--- src/rtl/divider_if.sv ---
// Request/response bundle for the iterative divider: operand handshake,
// flush, and result handshake. Clock and reset stay outside the bundle.
interface divider_if #(
   parameter int unsigned DATA_WIDTH = 32
);
   logic                  flush_i;
   logic                  div_signed_i;
   logic [DATA_WIDTH-1:0] X_i;
   logic [DATA_WIDTH-1:0] Y_i;
   logic                  valid_i;
   logic                  ready_o;
   logic                  valid_o;
   logic                  ready_i;
   logic [DATA_WIDTH-1:0] q_o;
   logic [DATA_WIDTH-1:0] r_o;

   // Pipeline side: issues operands, consumes results.
   modport master (
      output flush_i, div_signed_i, X_i, Y_i, valid_i, ready_i,
      input  ready_o, valid_o, q_o, r_o
   );

   // Divider side.
   modport slave (
      input  flush_i, div_signed_i, X_i, Y_i, valid_i, ready_i,
      output ready_o, valid_o, q_o, r_o
   );
endinterface

--- src/rtl/divider.sv ---
// Iterative radix-2 restoring integer divider (DIV.W/MOD.W/DIV.WU/MOD.WU).
// One quotient bit per cycle, MSB first; fixed latency of DATA_WIDTH cycles
// from acceptance to valid result. Signed operands are divided as magnitudes
// and the signs are restored on the final iteration edge.
module divider #(
   parameter int unsigned DATA_WIDTH = 32
) (
   input  logic      clk,
   input  logic      rst,
   divider_if.slave  bus
);
   localparam int unsigned DW = DATA_WIDTH;
   localparam int unsigned CW = $clog2(DATA_WIDTH) + 1;
   localparam logic [CW-1:0] LAST_ITER = CW'(DATA_WIDTH - 1);

   typedef enum logic [1:0] {
      IDLE,
      CALC,
      DONE
   } state_t;

   state_t          r_state;
   logic [CW-1:0]   r_cnt;
   logic [DW-1:0]   r_rem;     // partial remainder, always < |Y| between iterations
   logic [DW-1:0]   r_dvd;     // dividend bits shift out the top, quotient bits shift in at the bottom
   logic [DW-1:0]   r_dsr;     // |Y|
   logic [DW-1:0]   r_xraw;    // dividend as presented, returned as remainder on divide-by-zero
   logic            r_qneg;
   logic            r_rneg;
   logic            r_div0;
   logic [DW-1:0]   r_q;
   logic [DW-1:0]   r_r;

   logic [DW-1:0]   w_xabs;
   logic [DW-1:0]   w_yabs;
   logic [DW:0]     w_rem_sh;
   logic [DW:0]     w_diff;
   logic            w_ge;
   logic [DW-1:0]   w_rem_nx;
   logic [DW-1:0]   w_dvd_nx;
   logic [DW-1:0]   w_qfix;
   logic [DW-1:0]   w_rfix;

   assign w_xabs = (bus.div_signed_i && bus.X_i[DW-1]) ? -bus.X_i : bus.X_i;
   assign w_yabs = (bus.div_signed_i && bus.Y_i[DW-1]) ? -bus.Y_i : bus.Y_i;

   // The shifted remainder is DW+1 bits wide; since it stays below 2*|Y|,
   // the borrow out of the subtraction alone decides the quotient bit.
   assign w_rem_sh = {r_rem, r_dvd[DW-1]};
   assign w_diff   = w_rem_sh - {1'b0, r_dsr};
   assign w_ge     = ~w_diff[DW];
   assign w_rem_nx = w_ge ? w_diff[DW-1:0] : w_rem_sh[DW-1:0];
   assign w_dvd_nx = {r_dvd[DW-2:0], w_ge};

   assign w_qfix = r_div0 ? '1     : (r_qneg ? -w_dvd_nx : w_dvd_nx);
   assign w_rfix = r_div0 ? r_xraw : (r_rneg ? -w_rem_nx : w_rem_nx);

   assign bus.ready_o = (r_state == IDLE);
   assign bus.valid_o = (r_state == DONE);
   assign bus.q_o     = r_q;
   assign bus.r_o     = r_r;

   // Control FSM and datapath: accept, iterate, hold result until consumed.
   always_ff @(posedge clk) begin
      if (rst) begin
         r_state <= IDLE;
         r_cnt   <= '0;
         r_rem   <= '0;
         r_dvd   <= '0;
         r_dsr   <= '0;
         r_xraw  <= '0;
         r_qneg  <= 1'b0;
         r_rneg  <= 1'b0;
         r_div0  <= 1'b0;
         r_q     <= '0;
         r_r     <= '0;
      end else if (bus.flush_i) begin
         r_state <= IDLE;
      end else begin
         case (r_state)
            IDLE: begin
               if (bus.valid_i) begin
                  r_dvd   <= w_xabs;
                  r_dsr   <= w_yabs;
                  r_xraw  <= bus.X_i;
                  r_qneg  <= bus.div_signed_i & (bus.X_i[DW-1] ^ bus.Y_i[DW-1]);
                  r_rneg  <= bus.div_signed_i & bus.X_i[DW-1];
                  r_div0  <= (bus.Y_i == '0);
                  r_rem   <= '0;
                  r_cnt   <= '0;
                  r_state <= CALC;
               end
            end
            CALC: begin
               r_rem <= w_rem_nx;
               r_dvd <= w_dvd_nx;
               r_cnt <= r_cnt + 1'b1;
               if (r_cnt == LAST_ITER) begin
                  r_q     <= w_qfix;
                  r_r     <= w_rfix;
                  r_state <= DONE;
               end
            end
            DONE: begin
               if (bus.ready_i) begin
                  r_state <= IDLE;
               end
            end
            default: r_state <= IDLE;
         endcase
      end
   end
endmodule
--- src/flat_wrapper.sv ---
// flat-port wrapper written by rule: the top's interface ports become plain ports
module divider_flat 
#(
   parameter int unsigned DATA_WIDTH = 32
)
  (clk, rst, bus_flush_i, bus_div_signed_i, bus_X_i, bus_Y_i, bus_valid_i, bus_ready_i, bus_ready_o, bus_valid_o, bus_q_o, bus_r_o);
  divider_if #(.DATA_WIDTH(DATA_WIDTH)) bus_i ();
  input  logic clk;
  input  logic rst;
  input wire logic [$bits(bus_i.flush_i)-1:0] bus_flush_i;
  input wire logic [$bits(bus_i.div_signed_i)-1:0] bus_div_signed_i;
  input wire logic [$bits(bus_i.X_i)-1:0] bus_X_i;
  input wire logic [$bits(bus_i.Y_i)-1:0] bus_Y_i;
  input wire logic [$bits(bus_i.valid_i)-1:0] bus_valid_i;
  input wire logic [$bits(bus_i.ready_i)-1:0] bus_ready_i;
  output wire logic [$bits(bus_i.ready_o)-1:0] bus_ready_o;
  output wire logic [$bits(bus_i.valid_o)-1:0] bus_valid_o;
  output wire logic [$bits(bus_i.q_o)-1:0] bus_q_o;
  output wire logic [$bits(bus_i.r_o)-1:0] bus_r_o;
  assign bus_i.flush_i = bus_flush_i;
  assign bus_i.div_signed_i = bus_div_signed_i;
  assign bus_i.X_i = bus_X_i;
  assign bus_i.Y_i = bus_Y_i;
  assign bus_i.valid_i = bus_valid_i;
  assign bus_i.ready_i = bus_ready_i;
  assign bus_ready_o = bus_i.ready_o;
  assign bus_valid_o = bus_i.valid_o;
  assign bus_q_o = bus_i.q_o;
  assign bus_r_o = bus_i.r_o;
  divider #(.DATA_WIDTH(DATA_WIDTH)) u_core (.clk(clk), .rst(rst), .bus(bus_i));
endmodule
--- config.mk ---
export PLATFORM = sky130hd
export DESIGN_NAME = divider_flat
export DESIGN_NICKNAME = d
export VERILOG_FILES = /design/src/rtl/divider_if.sv /design/src/rtl/divider.sv /design/src/flat_wrapper.sv
export SDC_FILE = /design/constraint.sdc
export NUM_CORES = 1
export LEC_CHECK = 0
export CORE_MARGIN = 1.5
export CORE_UTILIZATION = 40
export DETAILED_ROUTE_END_ITERATION = 10
export PLACE_DENSITY = 0.63
export SLEW_MARGIN = 10
export SYNTH_ARGS = -nofsm -noshare
export SYNTH_HDL_FRONTEND = slang
export SYNTH_SLANG_ARGS = --single-unit
--- constraint.sdc ---
create_clock -name clk -period 16.65 [get_ports clk]
set_input_delay 3.33 -clock clk [delete_from_list [all_inputs] [get_ports clk]]
set_output_delay 3.33 -clock clk [all_outputs]
set_load 0.02 [all_outputs]
==> results.cfg, run 1 <==
[layout]
regArea_sq_um = 4060
num-fill-cells = 3184
diodes = 0
fin_area_sq_um = 15300
layout.nets = 1874
drive_above_1_share_pct = 5.49
syn2layout_area_growth_pct = 19.5
multi_input_area_sq_um = 8110

[drt]
vias_per_cell = 5.84
drtPass1Iterations = 6
drc = 0
drtIter0Drc = 1076
num_vias = 12800
wl_per_cell_um = 18.1
drt-total-wl_um = 39500
ant_nets = 0

[setup_path]
cp_slowest_cell = nor4_1
r2r-end = u_core.bus.r_o[24]
r2r-start = u_core.r_dvd[31]
crit_end = u_core.r_dvd[30]
path_class = input port to flop
cp-startpoint = bus_X_i[2]
end_kind = flop
cp_data_required_time_ps = 17110
cp_data_arrival_time_ps = 7170
r2r_slack_ps = 10150
critPathMaxFanout = 6
start_kind = input port
path_cells = clkdlybuf4s50_1 > nor3_1 > nand2b_1 > or4_1 > nor3_1 > nand2_1 > nor4_1 > nand3_1 > o41ai_1 > xnor2_1 > nand2_1 > a21oi_1
max_stage_delay_ps = 880
reg2reg_depth = 24

[clocking]
numCtsBuffers = 24
postCtsSetupBuffers = 0
cts_sinks = 203
cts_max_level = 1
postCtsHoldBufs = 0
path_clk_slew_ps = 60
cts_buffer_depth = 3
cts_root_buffer = clkbuf_16
clk-insertion-delay-late_ps = 550
cts_resized = 0
cts_tree = built

[timing]
relSlewSlack_pct = 19.1
setup_viol = 0
slew_violations = 0
whs_ps = 454
finClkSkew_ps = 19.3
rsz0062_at_grt = false
tns_ps = 0
fmax_mhz = 149
final-hold-violation-count = 0
fin_crit_ps = 6710
fin_crit_sh_pct = 40.3
tightest_slew_ps = 1210

[synthesis]
seq_area_frac_synth_pct = 31.8
synth.area.top_cells = dfxtp_1 (32%), a21oi_1 (7.5%), nand2_1 (6.8%)
ys_ff_latch = 203
syn_area_sq_um = 12800
synth_cell_types = 83
synth_edf_count = 0
yosys_warnings = 0
syn_avg_cell_area_sq_um = 7.52
synth_top_area_share_pct = 31.8
synth_ff_type = dfxtp_1
syn_inst = 1701
async_flop_share_pct = 0
syn_nets = 1809
yosysTopAreaCell = dfxtp_1

[floorplanning]
dieArea_sq_um = 33100
start_util_pct = 40.6
core_area_sq_um = 31600
ios = 136
die_x_um = 182
rows = 65
die_h_um = 182

[grt]
grt_use_total_pct = 23.4
grt_pass1_vias = 11700
grt_max_degree = 95
grt_pass1_wl_um = 63400
antenna_found_initial = 0
grt_overflow = 0

[power]
ir_worst_vdd_v = 0.0000669
p_leak_nw = 5.60
power_mw = 1.38
power.density_nw_per_um2 = 90.4

[min_path]
hold_class = flop to flop

[placement]
port_buffers = 135
dpl_cell_area_sq_um = 14300
dpl.hpwl_um = 28100
routabilityCongestion = 0.908

[job]
maxCapViolations = 0

[status]
outcome = complete, no violations
[worst min-delay path by stage]
stage                            startpoint           endpoint  slack [ps]  depth (start not counted)
after floorplan            u_core.r_dsr[31]   u_core.r_dsr[31]         430                          2
after global placement    u_core.r_xraw[29]  u_core.r_xraw[29]         440                          2
after detailed placement  u_core.r_xraw[22]  u_core.r_xraw[22]         440                          2
after CTS                 u_core.r_xraw[22]  u_core.r_xraw[22]         450                          2
after global routing      u_core.r_xraw[17]  u_core.r_xraw[17]         470                          2
final                      u_core.r_xraw[5]   u_core.r_xraw[5]         450                          2
[registers in the layout (all words and copies together) (netlist names)]
name / count
u_core.r_div0: 1
u_core.r_cnt: 6
u_core.bus.q_o: 32
u_core.r_rem: 32
u_core.r_xraw: 32
u_core.r_dsr: 32
u_core.r_qneg: 1
u_core.r_dvd: 32
u_core.bus.r_o: 32
u_core.r_state: 2
u_core.r_rneg: 1
[layout by cell type (no fill, tap or decap), drive strengths merged, types with 6 or more instances in the layout]
| cell type | n |
|---|---|
| o21a | 9 |
| nor2 | 167 |
| mux2i | 6 |
| or4 | 9 |
| xnor2 | 45 |
| clkdlybuf4s50 | 134 |
| a21o | 11 |
| nand2 | 232 |
| a22oi | 52 |
| clkbuf | 31 |
| o41ai | 14 |
| a31oi | 15 |
| o31ai | 24 |
| o21ai | 122 |
| nand2b | 7 |
| bufinv | 8 |
| dfxtp | 203 |
| nor2b | 6 |
| xor2 | 80 |
| a311oi | 10 |
| o211ai | 17 |
| and4 | 6 |
| nand3 | 22 |
| or3 | 22 |
| and2 | 8 |
| o211a | 6 |
| buf | 13 |
| inv | 58 |
| mux2 | 6 |
| nand4 | 15 |
| ha | 37 |
| nor4 | 16 |
| o31a | 7 |
| nor3 | 50 |
| a21oi | 195 |
| a211oi | 42 |
| or2 | 6 |
| and3 | 13 |
[cell type report]
| cell class | count | area share, % |
|---|---|---|
| Tap cell | 402 | 3.29 |
| Timing Repair Buffer | 147 | 9.41 |
| Inverter | 58 | 1.42 |
| Clock buffer | 31 | 4.43 |
| Multi-Input combinational cell | 1332 | 53.0 |
| Clock inverter | 13 | 1.85 |
| Sequential cell | 203 | 26.6 |
[synthesized netlist by cell type, types with 8 or more instances]
cell type  instances
clkbuf_1          93
o211ai_1          17
xnor2_1           45
ha_1              37
o21a_1             8
dfxtp_1          203
nand4_1           15
a21oi_1          192
o21ai_0          119
a22oi_1           52
nand2_1          232
and2_1             8
nand3_1           22
nor2_1           166
a21o_1            11
a31oi_1           15
nor3_1            48
o31ai_1           23
a311oi_1          10
or3_1             21
and3_1            13
xor2_1            80
inv_1             57
a211oi_1          40
nor4_1            15
o41ai_1           13
[kinds of logic after synthesis]
family	Yosys count	synth area share (%)
compound gates	568	28.6
xor+xnor	125	8.55
fa+ha+maj	38	3.77
buf+inv	166	5.13
flops	203	31.8
mux	12	0.997
simple gates	589	21.1
[power breakdown]
group	total, mW	internal (mW)	leakage [nW]	switching (mW)
Clock	0.636	0.411	0.466	0.225
Sequential	0.513	0.500	1.65	0.0126
Combinational	0.233	0.0862	3.48	0.147
Total	1.38	0.997	5.60	0.385
[metrics by stage]
step                setup slack (ps)  cells  utilization (%)
floorplan                      10860   1701                -
global placement                9560   2142             45.4
detailed placement              9460   2142             45.4
CTS                            10020   2186             48.5
global route                    9610   2186             48.5
finish                          9940   2186             48.5
[per-layer routing]
layer / vias up / wire length, um / GRT usage, %
li1: 6270 / - / -
met1: 6073 / 18800 / 33.2
met2: 378 / 17900 / 38.5
met3: 56 / 2180 / 2.35
met4: 0 / 663 / 4.99
met5: - / 0 / 0
[worst max-delay path: cells and delay by family]
kind | cells | cell delay [ps]
and+or+nand+nor | 8 | 2630
AOI/OAI and AO/OA | 2 | 540
buffers and inverters | 1 | 510
xor gates and xnor gates | 1 | 170
Note: power is estimated with default switching activity, not from simulation.
==> run 2, diff against run 1 <==
==> constraint.sdc (replaced) <==
create_clock -name clk -period 6.8 [get_ports clk]
set_input_delay 1.36 -clock clk [delete_from_list [all_inputs] [get_ports clk]]
set_output_delay 1.36 -clock clk [all_outputs]
set_load 0.02 [all_outputs]
==> run 2 against run 1 <==
Compared with the run above: wire length is 3.8% higher; combinational power rose to 2.5 times the previous value; cell count hardly changed; non-clock buffer count is 2 higher; sequential share of layout area is 0.23 points higher; die area unchanged; clock skew is 7.9 ps lower; global-route usage up 0.91 points; total power grew 130%; sequential power grew 140%; clock-buffer cell count increased by 6; critical path type is now flop to flop; highest routed layer unchanged.
==> results.cfg, run 2 (synthesis results as in run 1) <==
[status]
outcome = complete, no violations

[grt]
grt_overflow = 0
grt_max_degree = 69
grt_pass1_vias = 11800
grt_use_total_pct = 24.3
grt_pass1_wl_um = 65100
antenna_found_initial = 0

[drt]
wl_per_cell_um = 18.8
drtIter0Drc = 1079
drtPass1Iterations = 5
drc = 0
ant_nets = 0
num_vias = 12800
drt-total-wl_um = 41000
vias_per_cell = 5.85

[setup_path]
cp_data_arrival_time_ps = 6430
path_cells = inv_1 > ha_1 > a21oi_2 > o21ai_1 > a21oi_1 > o221ai_1 > nor3_2 > nor2_8 > inv_2 > nor2_1 > a21oi_1 > ha_1 > nand3_1 > or2_2 > nor2_1 > o21ai_0 > o31a_1 > or4_4 > o41ai_2 > xor2_1 > nand2_1 > a31oi_1
cpLargestDelayFamily = simple AND/OR/NAND/NOR gates
critPathBufInv = 2
start_kind = flop
max_stage_delay_ps = 920
r2r_slack_ps = 820
end_kind = flop
critPathMaxFanout = 27
cp_data_required_time_ps = 7250
cp_slowest_cell = nor3_2
path_class = flop to flop

[clocking]
cts_resized = 0
cts_tree = built
path_clk_slew_ps = 60
postCtsHoldBufs = 0
cts_max_level = 1
cts_root_buffer = clkbuf_16
clk-insertion-delay-late_ps = 530
cts_sinks = 203
cts_buffer_depth = 3
numCtsBuffers = 24
postCtsSetupBuffers = 0

[timing]
finClkSkew_ps = 11.4
fin_crit_ps = 5980
tightest_slew_ps = 1220
fmax_mhz = 167
slew_violations = 0
setup_viol = 0
final-hold-violation-count = 0
relSlewSlack_pct = 18.4
fin_crit_sh_pct = 88.0
tns_ps = 0
rsz0062_at_grt = false

[floorplanning]
start_util_pct = 40.6
die_x_um = 182
ios = 136
dieArea_sq_um = 33100
core_area_sq_um = 31600
rows = 65
die_h_um = 182

[layout]
fin_cells = 2187
syn2layout_area_growth_pct = 18.4
num-fill-cells = 3178
layout.nets = 1876
diodes = 0
final_common_cell = nand2_1
drive_above_1_share_pct = 5.32
layout_common_cells = nand2_1 (232), dfxtp_1 (203), a21oi_1 (192), nor2_1 (162), clkdlybuf4s50_1 (134)
fin_area_sq_um = 15200

[placement]
routabilityCongestion = 0.895
dpl_cell_area_sq_um = 14300
dp_cells = 2144
port_buffers = 135
dpl.hpwl_um = 30100

[job]
maxCapViolations = 0

[min_path]
hold_class = flop to flop

[power]
ir_worst_vdd_v = 0.000168
p_leak_nw = 5.54
power.density_nw_per_um2 = 209
==> run 2: stage by stage <==
stage               hold slack [ps]  worst slack [ps]  utilization, %  total power [mW]
CTS                             454               918            48.0              3.19
global route                    471               367            48.0              3.31
detailed placement              446               956            45.5              1.85
floorplan                       432              1270               -              1.66
global placement                442              1220            45.5              1.85
finish                          452               817            48.0              3.17
==> run 2: metal layers <==
metal  up-vias  part of all wire (%)  track usage (%)
met1      6086                    48             34.9
met3        80                   4.4             2.33
met4         0                   2.8             6.98
met5         -                     0                0
met2       359                    44             38.6
li1       6259                     -                -
==> run 2: path summary, 6_finish.rpt <==
path / from / end / depth (start not counted)
min: u_core.r_xraw[23] / u_core.r_xraw[23] / 2
max: u_core.r_dsr[17] / u_core.bus.r_o[24] / 22
max reg2reg: u_core.r_dsr[17] / u_core.bus.r_o[24] / 22
min reg2reg: u_core.r_xraw[23] / u_core.r_xraw[23] / 2
==> run 2: area by class of cell <==
type | instances | area (sq um) | area share, %
timing repair buffer | 149 | 1450 | 9.59
clock buffer | 37 | 731 | 4.82
sequential | 203 | 4060 | 26.8
multi-input combinational | 1332 | 8110 | 53.5
inverter | 58 | 218 | 1.44
tap | 402 | 503 | 3.32
clock inverter | 6 | 80.1 | 0.528
==> run 2: power by group <==
group          switching (mW)  internal (mW)  total, mW
Combinational           0.373          0.212      0.584
Clock                   0.519          0.810       1.33
Sequential             0.0302           1.22       1.25
Total                   0.922           2.25       3.17
==> run 2: worst min-delay path, delay by kind of cell (launching register included) <==
kind	cells	cell delay (ps)
AND/OR/NAND/NOR	1	50
AO/OA/AOI/OAI	1	50
flip-flops	1	310
==> run 3, diff against run 2 <==
--- a/config.mk
+++ b/config.mk
@@ -8,7 +8,7 @@
 export CORE_MARGIN = 1.5
 export CORE_UTILIZATION = 40
 export DETAILED_ROUTE_END_ITERATION = 10
-export PLACE_DENSITY = 0.63
+export PLACE_DENSITY = 0.65
 export SLEW_MARGIN = 10
 export SYNTH_ARGS = -nofsm -noshare
 export SYNTH_HDL_FRONTEND = slang
==> constraint.sdc (replaced) <==
create_clock -name clk -period 5 [get_ports clk]
set_input_delay 1 -clock clk [delete_from_list [all_inputs] [get_ports clk]]
set_output_delay 1 -clock clk [all_outputs]
set_load 0.02 [all_outputs]
==> run 3 against run 2 <==
Compared with the run above: first-iteration DRC count shrank 3.8%; maximum frequency rose by 28%; sequential cell count stayed put; critical path type unchanged.
==> results.cfg, run 3 (synthesis results as in run 1) <==
[clocking]
cts_max_level = 1
cts_buffer_depth = 3
cts_sinks = 203
numCtsBuffers = 25
path_clk_slew_ps = 60
clk-insertion-delay-late_ps = 540
cts_root_buffer = clkbuf_16
cts_tree = built

[drt]
drt-total-wl_um = 41100
drtPass1Iterations = 5
drc = 0
drtIter0Drc = 1038
vias_per_cell = 5.86
wl_per_cell_um = 18.6
ant_nets = 0
num_vias = 12900

[power]
power.density_nw_per_um2 = 281
power_mw = 4.34
ir_worst_vdd_v = 0.000224
p_leak_nw = 5.68

[grt]
grt_pass1_wl_um = 64900
antenna_found_initial = 0
grt_pass1_vias = 12000
grt_overflow = 0
grt_max_degree = 69
grt_use_total_pct = 24.2

[layout]
num-fill-cells = 3150
layout.nets = 1902
fin_area_sq_um = 15400
syn2layout_area_growth_pct = 20.4
diodes = 0
drive_above_1_share_pct = 7.19
layout_common_cells = nand2_1 (232), dfxtp_1 (202), a21oi_1 (185), nor2_1 (162), clkdlybuf4s50_1 (134)
final_common_cell = nand2_1

[floorplanning]
core_area_sq_um = 31600
die_x_um = 182
dieArea_sq_um = 33100
rows = 65
start_util_pct = 40.6
ios = 136
die_h_um = 182

[setup_path]
cp_slowest_cell = or4_4
end_kind = flop
path_cells = ha_1 > nor2b_4 > o31a_4 > o2111ai_4 > a211oi_4 > buf_4 > nor3_4 > nor2_8 > inv_2 > nor2_1 > a21oi_2 > ha_1 > nand3_1 > or2_4 > nor2_1 > o21ai_0 > o31a_1 > or4_4 > o41ai_4 > xor2_1 > nand2_1 > a31oi_1
cp_data_required_time_ps = 5460
critPathMaxFanout = 6
path_class = flop to flop
critPathBufInv = 2
max_stage_delay_ps = 490
cpLargestDelayFamily = compound AO/OA/AOI/OAI gates
start_kind = flop
cp_data_arrival_time_ps = 5130

[timing]
tightest_slew_ps = 774
fin_crit_ps = 4670
slew_violations = 0
whs_ps = 450
finClkSkew_ps = 18.7
relSlewSlack_pct = 48.0
fin_crit_sh_pct = 93.5
setup_viol = 0
fmax_mhz = 214
final-hold-violation-count = 0

[placement]
port_buffers = 135
routabilityCongestion = 0.957
dpl.hpwl_um = 30100
dpl_cell_area_sq_um = 14500

[status]
outcome = complete, no violations

[job]
maxCapViolations = 0

[min_path]
hold_class = flop to flop
==> run 3: path summary, 6_finish.rpt <==
check	start	endpoint	slack, ps	cells past startpoint
setup / recovery	u_core.r_rem[1]	u_core.bus.r_o[24]	330	22
hold / removal	u_core.r_dsr[31]	u_core.r_dsr[31]	450	2
setup reg to reg	u_core.r_rem[1]	u_core.bus.r_o[24]	330	22
hold reg to reg	u_core.r_dsr[31]	u_core.r_dsr[31]	450	2
==> run 3: layout make-up <==
type	instances	area, sq um	share of cell area, %
Clock buffer	32	682	4.42
Sequential cell	203	4070	26.4
Multi-Input combinational cell	1332	8160	53.0
Timing Repair Buffer	174	1650	10.7
Clock inverter	9	126	0.820
Tap cell	402	503	3.26
Inverter	58	218	1.41
==> run 3: metrics by stage <==
stage	setup TNS, ps	std cells	setup slack, ps	util (%)
after floorplan	0	1701	19.5	-
after global routing	-1.01	2210	-1.01	48.8
final	0	2210	327	48.8
after global placement	0	2166	332	46.1
after CTS	0	2207	186	48.6
after detailed placement	0	2166	232	46.1
==> run 3: worst min-delay path: cells and delay by family, from the launching register on <==
| kind | cells | cell delay, ps |
|---|---|---|
| flops | 1 | 310 |
| simple gates | 1 | 50 |
| compound gates | 1 | 50 |
==> run 3: power breakdown <==
part | internal (mW) | switching, mW | total [mW]
Clock | 1.11 | 0.716 | 1.82
Sequential | 1.67 | 0.0389 | 1.70
Combinational | 0.299 | 0.509 | 0.808
==> run 3: what timing repair did <==
item	4_1_cts	5_1_grt
gates resized for setup	0	10
setup buffers	0	3
hold buffers	0	0
endpoints found under the setup margin	0	7
==> run 3: routing by layer <==
layer  share of wire, %  wire, um  track usage (%)
met1                 46     19000             33.2
met2                 45     18700             39.6
met3                5.7      2360             3.39
met4                2.7      1110             6.64
met5                  0         0                0
==> edit 1 (flow settings as in run 2) <==
One comparison of `r_cnt` changes from == to >=.
--- a/src/rtl/divider.sv
+++ b/src/rtl/divider.sv
@@ -97,3 +97,3 @@
                r_cnt <= r_cnt + 1'b1;
-               if (r_cnt == LAST_ITER) begin
+               if (r_cnt >= LAST_ITER) begin
                   r_q     <= w_qfix;
Function: same outputs for any inputs over 4 cycles, from zero or initial values and one cycle with rst high; that may be too few to reach the edited logic, so the function may still have changed.
==> edit 1 against run 2 <==
The run now ends with DRC left. Die area increased by 0.30%. Count of clock-buffer cells in the layout decreased by 5. Worst hold slack better by 0.0028 ns. Wire length is 1.8% lower. Synthesized area rose by 0.30%. Cell area rose by 0.62%. Sequential cell count stayed put. Worst setup slack gained 0.74 ns. Total power is 3.3% higher. Critical endpoint is now u_core.bus.r_o[30]$_SDFFE_PP0P_.
==> edit 1: results (changes against run 2) <==
Outcome
  – Outcome: finished, violations left
  – Failing checks: DRC

Placed design
  – Gp weighted congestion: 0.905 (+1.1%)
  – Worst slack, placed: 1.73 ns (+0.771 ns)

Critical path
  – Worst R2R Path Depth: 20 (-9.1%)
  – Critical path fanouts, max: 60 (+120%)
  – Worst path arrival time: 5.63 ns (-0.80 ns)
  – CP max-delay cell: buf_4
  – Worst setup path end: u_core.bus.r_o[30]$_SDFFE_PP0P_
  – Max incr delay on CP: 0.58 ns (-0.34 ns)
  – Reg2Reg Setup Slack: 1.56 ns (+0.74 ns)

Routing
  – DRC Markers: 11 (+11)
  – Routed length per instance: 18.4 um (-1.8%)
  – 1st-pass router iterations: 11 (+6)
  – Vias per cell: 5.87 (+0.38%)
  – DR iter-0 viols: 1326 (+23%)

Logic synthesis
  – Seq/Total Area, Yosys: 0.317 (-0.000959)
  – Post-synthesis mux area share: 0.0224 (+0.0124)
  – Library cells used by synthesis: 80 (-3.6%)
  – Synth top cells by count: nor2_1 (204), dfxtp_1 (203), nand2_1 (203)
  – Adder and majority gate portion of the synthesized area: 0.0376 (-0.000114)
  – Synth top area cells: dfxtp_1 (32%), a21oi_1 (6.4%), nor2_1 (6.0%)
  – Mapped Nets: 1816 (+0.39%)

GRT
  – GR Util All Layers: 0.241 (-0.00248)
  – Met1 GRT Util: 0.342 (-0.00716)
  – Grt met3 use: 0.0231 (-0.000116)
  – Vias in the first global route: 12042 (+2.1%)
  – Largest net degree at the start of global routing: 95 (+38%)
  – Global-route met2 utilization: 0.387 (+0.00128)

Worst hold path
  – Min-delay src: u_core.r_xraw[17]$_SDFFE_PP0P_
  – Hold Path Sink: u_core.r_xraw[17]$_SDFFE_PP0P_

Power
  – Max VDD drop: 0.166 mV (-1.3%)
  – Leak: 5.71 nW (+3.1%)

Finish
  – Fraction of layout cells with a size suffix above 1: 0.0538 (+0.000530)
  – Fin cells: 2188 (+0.046%)

STA
  – Max-slew headroom: 0.190 (+0.00573)
  – Clock skew: 0.0107 ns (-0.000660 ns)
  – Max Clk Rate: 0.191 GHz (+14%)

Clock network
  – Worst-Skew Late Latency: 0.55 ns (+0.02 ns)
edit 1: cell types whose count changed in the layout (fill, tap and decap cells not counted), sizes merged, moves of 14 or more:
| cell | run 2 | this run |
|---|---|---|
| a21oi | 195 | 164 |
| mux2i | 6 | 22 |
| a222oi | 0 | 27 |
| o21ai | 122 | 108 |
| nor2 | 167 | 204 |
| nand2 | 232 | 203 |
| a22oi | 52 | 19 |
edit 1: cell families after synthesis:
logic type / Yosys count
simple gates: 622
compound gates: 515
flops: 203
buf+inv: 177
xor+xnor: 125
fa+ha+maj: 38
mux: 28
edit 1: through the flow:
step                      utilization  cell area, um^2  power [mW]
after floorplan                     -            12800        1.67
after global placement          0.455            14400        1.85
after detailed placement        0.455            14400        1.85
after CTS                       0.483            15300        3.29
after global routing            0.483            15300        3.41
final                           0.483            15300        3.27
edit 1: tightest hold or removal path, cell delays in order (launching register included):
cell and delay, ns:
dfxtp_1 0.30, nand2_1 0.05, a21oi_1 0.05
edit 1: power by group:
part | total (mW) | switching, mW | internal (mW) | leakage, nW
sequential | 1.26 | 0.0320 | 1.22 | 1.65
combinational | 0.582 | 0.365 | 0.217 | 3.62
clock | 1.43 | 0.545 | 0.890 | 0.442
total | 3.27 | 0.942 | 2.33 | 5.71
edit 1: cell type report:
class,instances,share of cell area
multi-input cells,1328,0.531
flip-flops and latches,203,0.266
repair buffers,150,0.0958
clock buffers,32,0.0467
well taps,402,0.0330
inverters,61,0.0150
clock inverters,12,0.0116
edit 1: layer usage:
metal / up-vias / routed length, um
met5: - / 0
met4: 0 / 906
met3: 60 / 2240
met2: 417 / 18100
met1: 6068 / 19100
li1: 6293 / -
==> edit 2 (settings of run 2) <==
Made on the original files. Make the reset (`rst`) asynchronous in one clocked block.
--- a/src/rtl/divider.sv
+++ b/src/rtl/divider.sv
@@ -63,3 +63,3 @@
    // Control FSM and datapath: accept, iterate, hold result until consumed.
-   always_ff @(posedge clk) begin
+   always_ff @(posedge clk or posedge rst) begin
       if (rst) begin
Formal check against the unedited RTL: differs if rst is asserted again (counterexample within 4 cycles, from zero or initial values and one cycle with rst high); with rst held inactive, the same outputs for 4 cycles.
==> edit 2 against run 2 <==
Cell area is 4.4% higher. Critical path depth shrank 3. Sequential cell count stayed put. Clock skew is 0.0044 ns higher. Worst setup slack improved by 0.68 ns. Wire length fell by 6.4%. Synthesized area increased by 2.9%. Highest routed layer unchanged.
Power is not compared: it rests on default switching activity, and its combinational part moved more than twofold at a synthesized area within 25%.
==> edit 2: results (changes against run 2) <==
Routing
  – Via count: 11953 (-6.5%)
  – Routed met2 length: 18.0 mm (-1.1%)
  – Top routing layer used: met4
  – 1st-pass router iterations: 6 (+1)
  – DRC Markers: 0 (unchanged)
  – DR iter-0 viols: 980 (-9.2%)
  – Final WL: 38.4 mm (-6.4%)
  – Met3 wire length: 2.07 mm (+15%)
  – Routed length per instance: 17.7 um (-5.7%)
  – Met1 wire length: 17.7 mm (-11%)

Power
  – Leak: roughly 6.9 nW
  – Max VDD drop: a little under 0.3 mV

Critical path
  – Critical path fanouts, max: 43 (+59%)
  – Reg2Reg Setup Slack: 1.50 ns (+0.68 ns)
  – Worst reg2reg endpoint: u_core.bus.r_o[28]$_DFFE_PP0P_
  – Max incr delay on CP: 0.59 ns (-0.33 ns)
  – Worst R2R Path Depth: 19 (-14%)
  – CP max-delay cell: nor2_8
  – Top delay family on crit path: compound AO/OA/AOI/OAI gates
  – Worst path arrival time: 5.76 ns (-0.67 ns)
  – R2R Path Start: u_core.r_dvd[31]$_DFFE_PP0P_

Logic synthesis
  – Synth warnings: 0 (unchanged)
  – Mapped Nets: 1724 (-4.7%)
  – Library cells used by synthesis: 79 (-4.8%)
  – Synth top cells by count: nand2_1 (283), dfrtp_1 (203), o21ai_0 (191)
  – Synth Instances: 1616 (-5.0%)
  – Seq/Total Area, Yosys: 0.386 (+0.0682)
  – Synth top area cells: dfrtp_1 (39%), nand2_1 (8.1%), o21ai_0 (7.3%)
  – Synth Flop Type: dfrtp_1
  – Async set or reset register ratio after synthesis: 1.00 (+1.00)

Clock network
  – Post-CTS sizing: 0 (unchanged)
  – Clock-pin slew on the worst setup and hold paths: 0.06 ns (about the same)
  – CTS Buf Count: 24 (unchanged)
  – Worst-Skew Late Latency: roughly 0.54 ns
  – Clk buf depth: 3 (unchanged)
  – Root Driver: clkbuf_16
  – Post-CTS setup buffer count: 0 (unchanged)

Finish
  – Fraction of layout cells with a size suffix above 1: 0.0584 (+0.00516)
  – Fill cells: 3086 (-2.9%)
  – Diodes inserted: 0 (unchanged)
  – Final #Nets: 1820 (-3.0%)

Worst hold path
  – Min-Delay Path Class: register to register
  – Min-delay src: u_core.bus.q_o[21]$_DFFE_PP0P_
  – Hold Path Sink: u_core.bus.q_o[21]$_DFFE_PP0P_

Placed design
  – Final HPWL DP: 28.7 mm (-4.7%)
  – Port Buffers: 135 (unchanged)
  – Worst slack, placed: 1.64 ns (+0.679 ns)
  – Number of instances in the placed design: 2128 (-0.75%)
  – Gp weighted congestion: 0.918 (+2.6%)

GRT
  – First-pass GRT wire length: 61.9 mm (-4.9%)
  – Largest net degree at the start of global routing: 87 (+26%)
  – GR Util All Layers: 0.228 (-0.0157)

STA
  – Clock skew: 0.0158 ns (+0.00443 ns)
  – Least-Margin Pin Slew: 0.991 ns (-0.232 ns)

Outcome
  – Outcome: completed

Job
  – Max-cap viol count: 0 (unchanged)
==> edit 2: cell count changes after synthesis, moves of 20 or more <==
cell             run 2  this run
nor3_1              48        24
o21ai_0            119       191
nor2_1             166       146
a21oi_1            192       141
a22oi_1             52        17
dfxtp_1            203         0
nand2_1            232       283
a211oi_1            40         7
dfrtp_1              0       203
mux2i_1              6        33
clkbuf_1            93        59
==> edit 2: cell type report <==
class                      instances  area share
clock inverter                    18      0.0181
multi-input combinational       1286       0.481
timing repair buffer             150      0.0933
sequential                       203       0.321
clock buffer                      26      0.0397
inverter                          47      0.0114
tap                              442      0.0350
==> edit 2: cells by family (layout without fill, tap and decap cells) <==
| group | count (synthesis) | count (layout) | synth area share |
|---|---|---|---|
| compound gates | 474 | 474 | 0.214 |
| xor+xnor | 145 | 145 | 0.0964 |
| fa+ha+maj | 38 | 38 | 0.0367 |
| buf+inv | 127 | 241 | 0.0383 |
| flops | 203 | 203 | 0.386 |
| mux | 37 | 37 | 0.0285 |
| simple gates | 592 | 592 | 0.201 |
==> edit 2: worst max-delay path by stage <==
stage                                 startpoint                        endpoint  slack [ns]  cells after the start
finish              u_core.r_dvd[31]$_DFFE_PP0P_  u_core.bus.r_o[28]$_DFFE_PP0P_        1.50                     19
global route        u_core.r_dvd[31]$_DFFE_PP0P_  u_core.bus.r_o[20]$_DFFE_PP0P_        1.10                     18
CTS                 u_core.r_dvd[31]$_DFFE_PP0P_  u_core.bus.r_o[28]$_DFFE_PP0P_        1.58                     19
detailed placement  u_core.r_dvd[31]$_DFFE_PP0P_  u_core.bus.r_o[28]$_DFFE_PP0P_        1.64                     19
global placement    u_core.r_dvd[31]$_DFFE_PP0P_  u_core.bus.r_o[24]$_DFFE_PP0P_        1.82                     19
floorplan           u_core.r_dvd[31]$_DFFE_PP0P_  u_core.bus.q_o[30]$_DFFE_PP0P_        2.25                     22
==> edit 2: power breakdown <==
group          leakage [nW]  switching (mW)  internal (mW)  total (mW)
Sequential             2.68           0.229           1.40        1.63
Combinational          3.76            2.07           1.25        3.32
Clock                 0.440           0.547          0.935        1.48
==> edit 2: through the flow <==
step | power, mW | hold WS, ns | instance area [um^2]
global placement | 4.87 | 0.456 | 14900
CTS | 6.40 | 0.474 | 15800
floorplan | 4.08 | 0.437 | 13200
finish | 6.43 | 0.469 | 15800
detailed placement | 4.89 | 0.462 | 14900
global route | 6.87 | 0.494 | 15800
==> edit 2: metal layers <==
layer,vias to the layer above,global-route usage
li1,5839,-
met1,5778,0.316
met2,286,0.376
met3,50,0.0304
met4,0,0.0511
met5,-,0
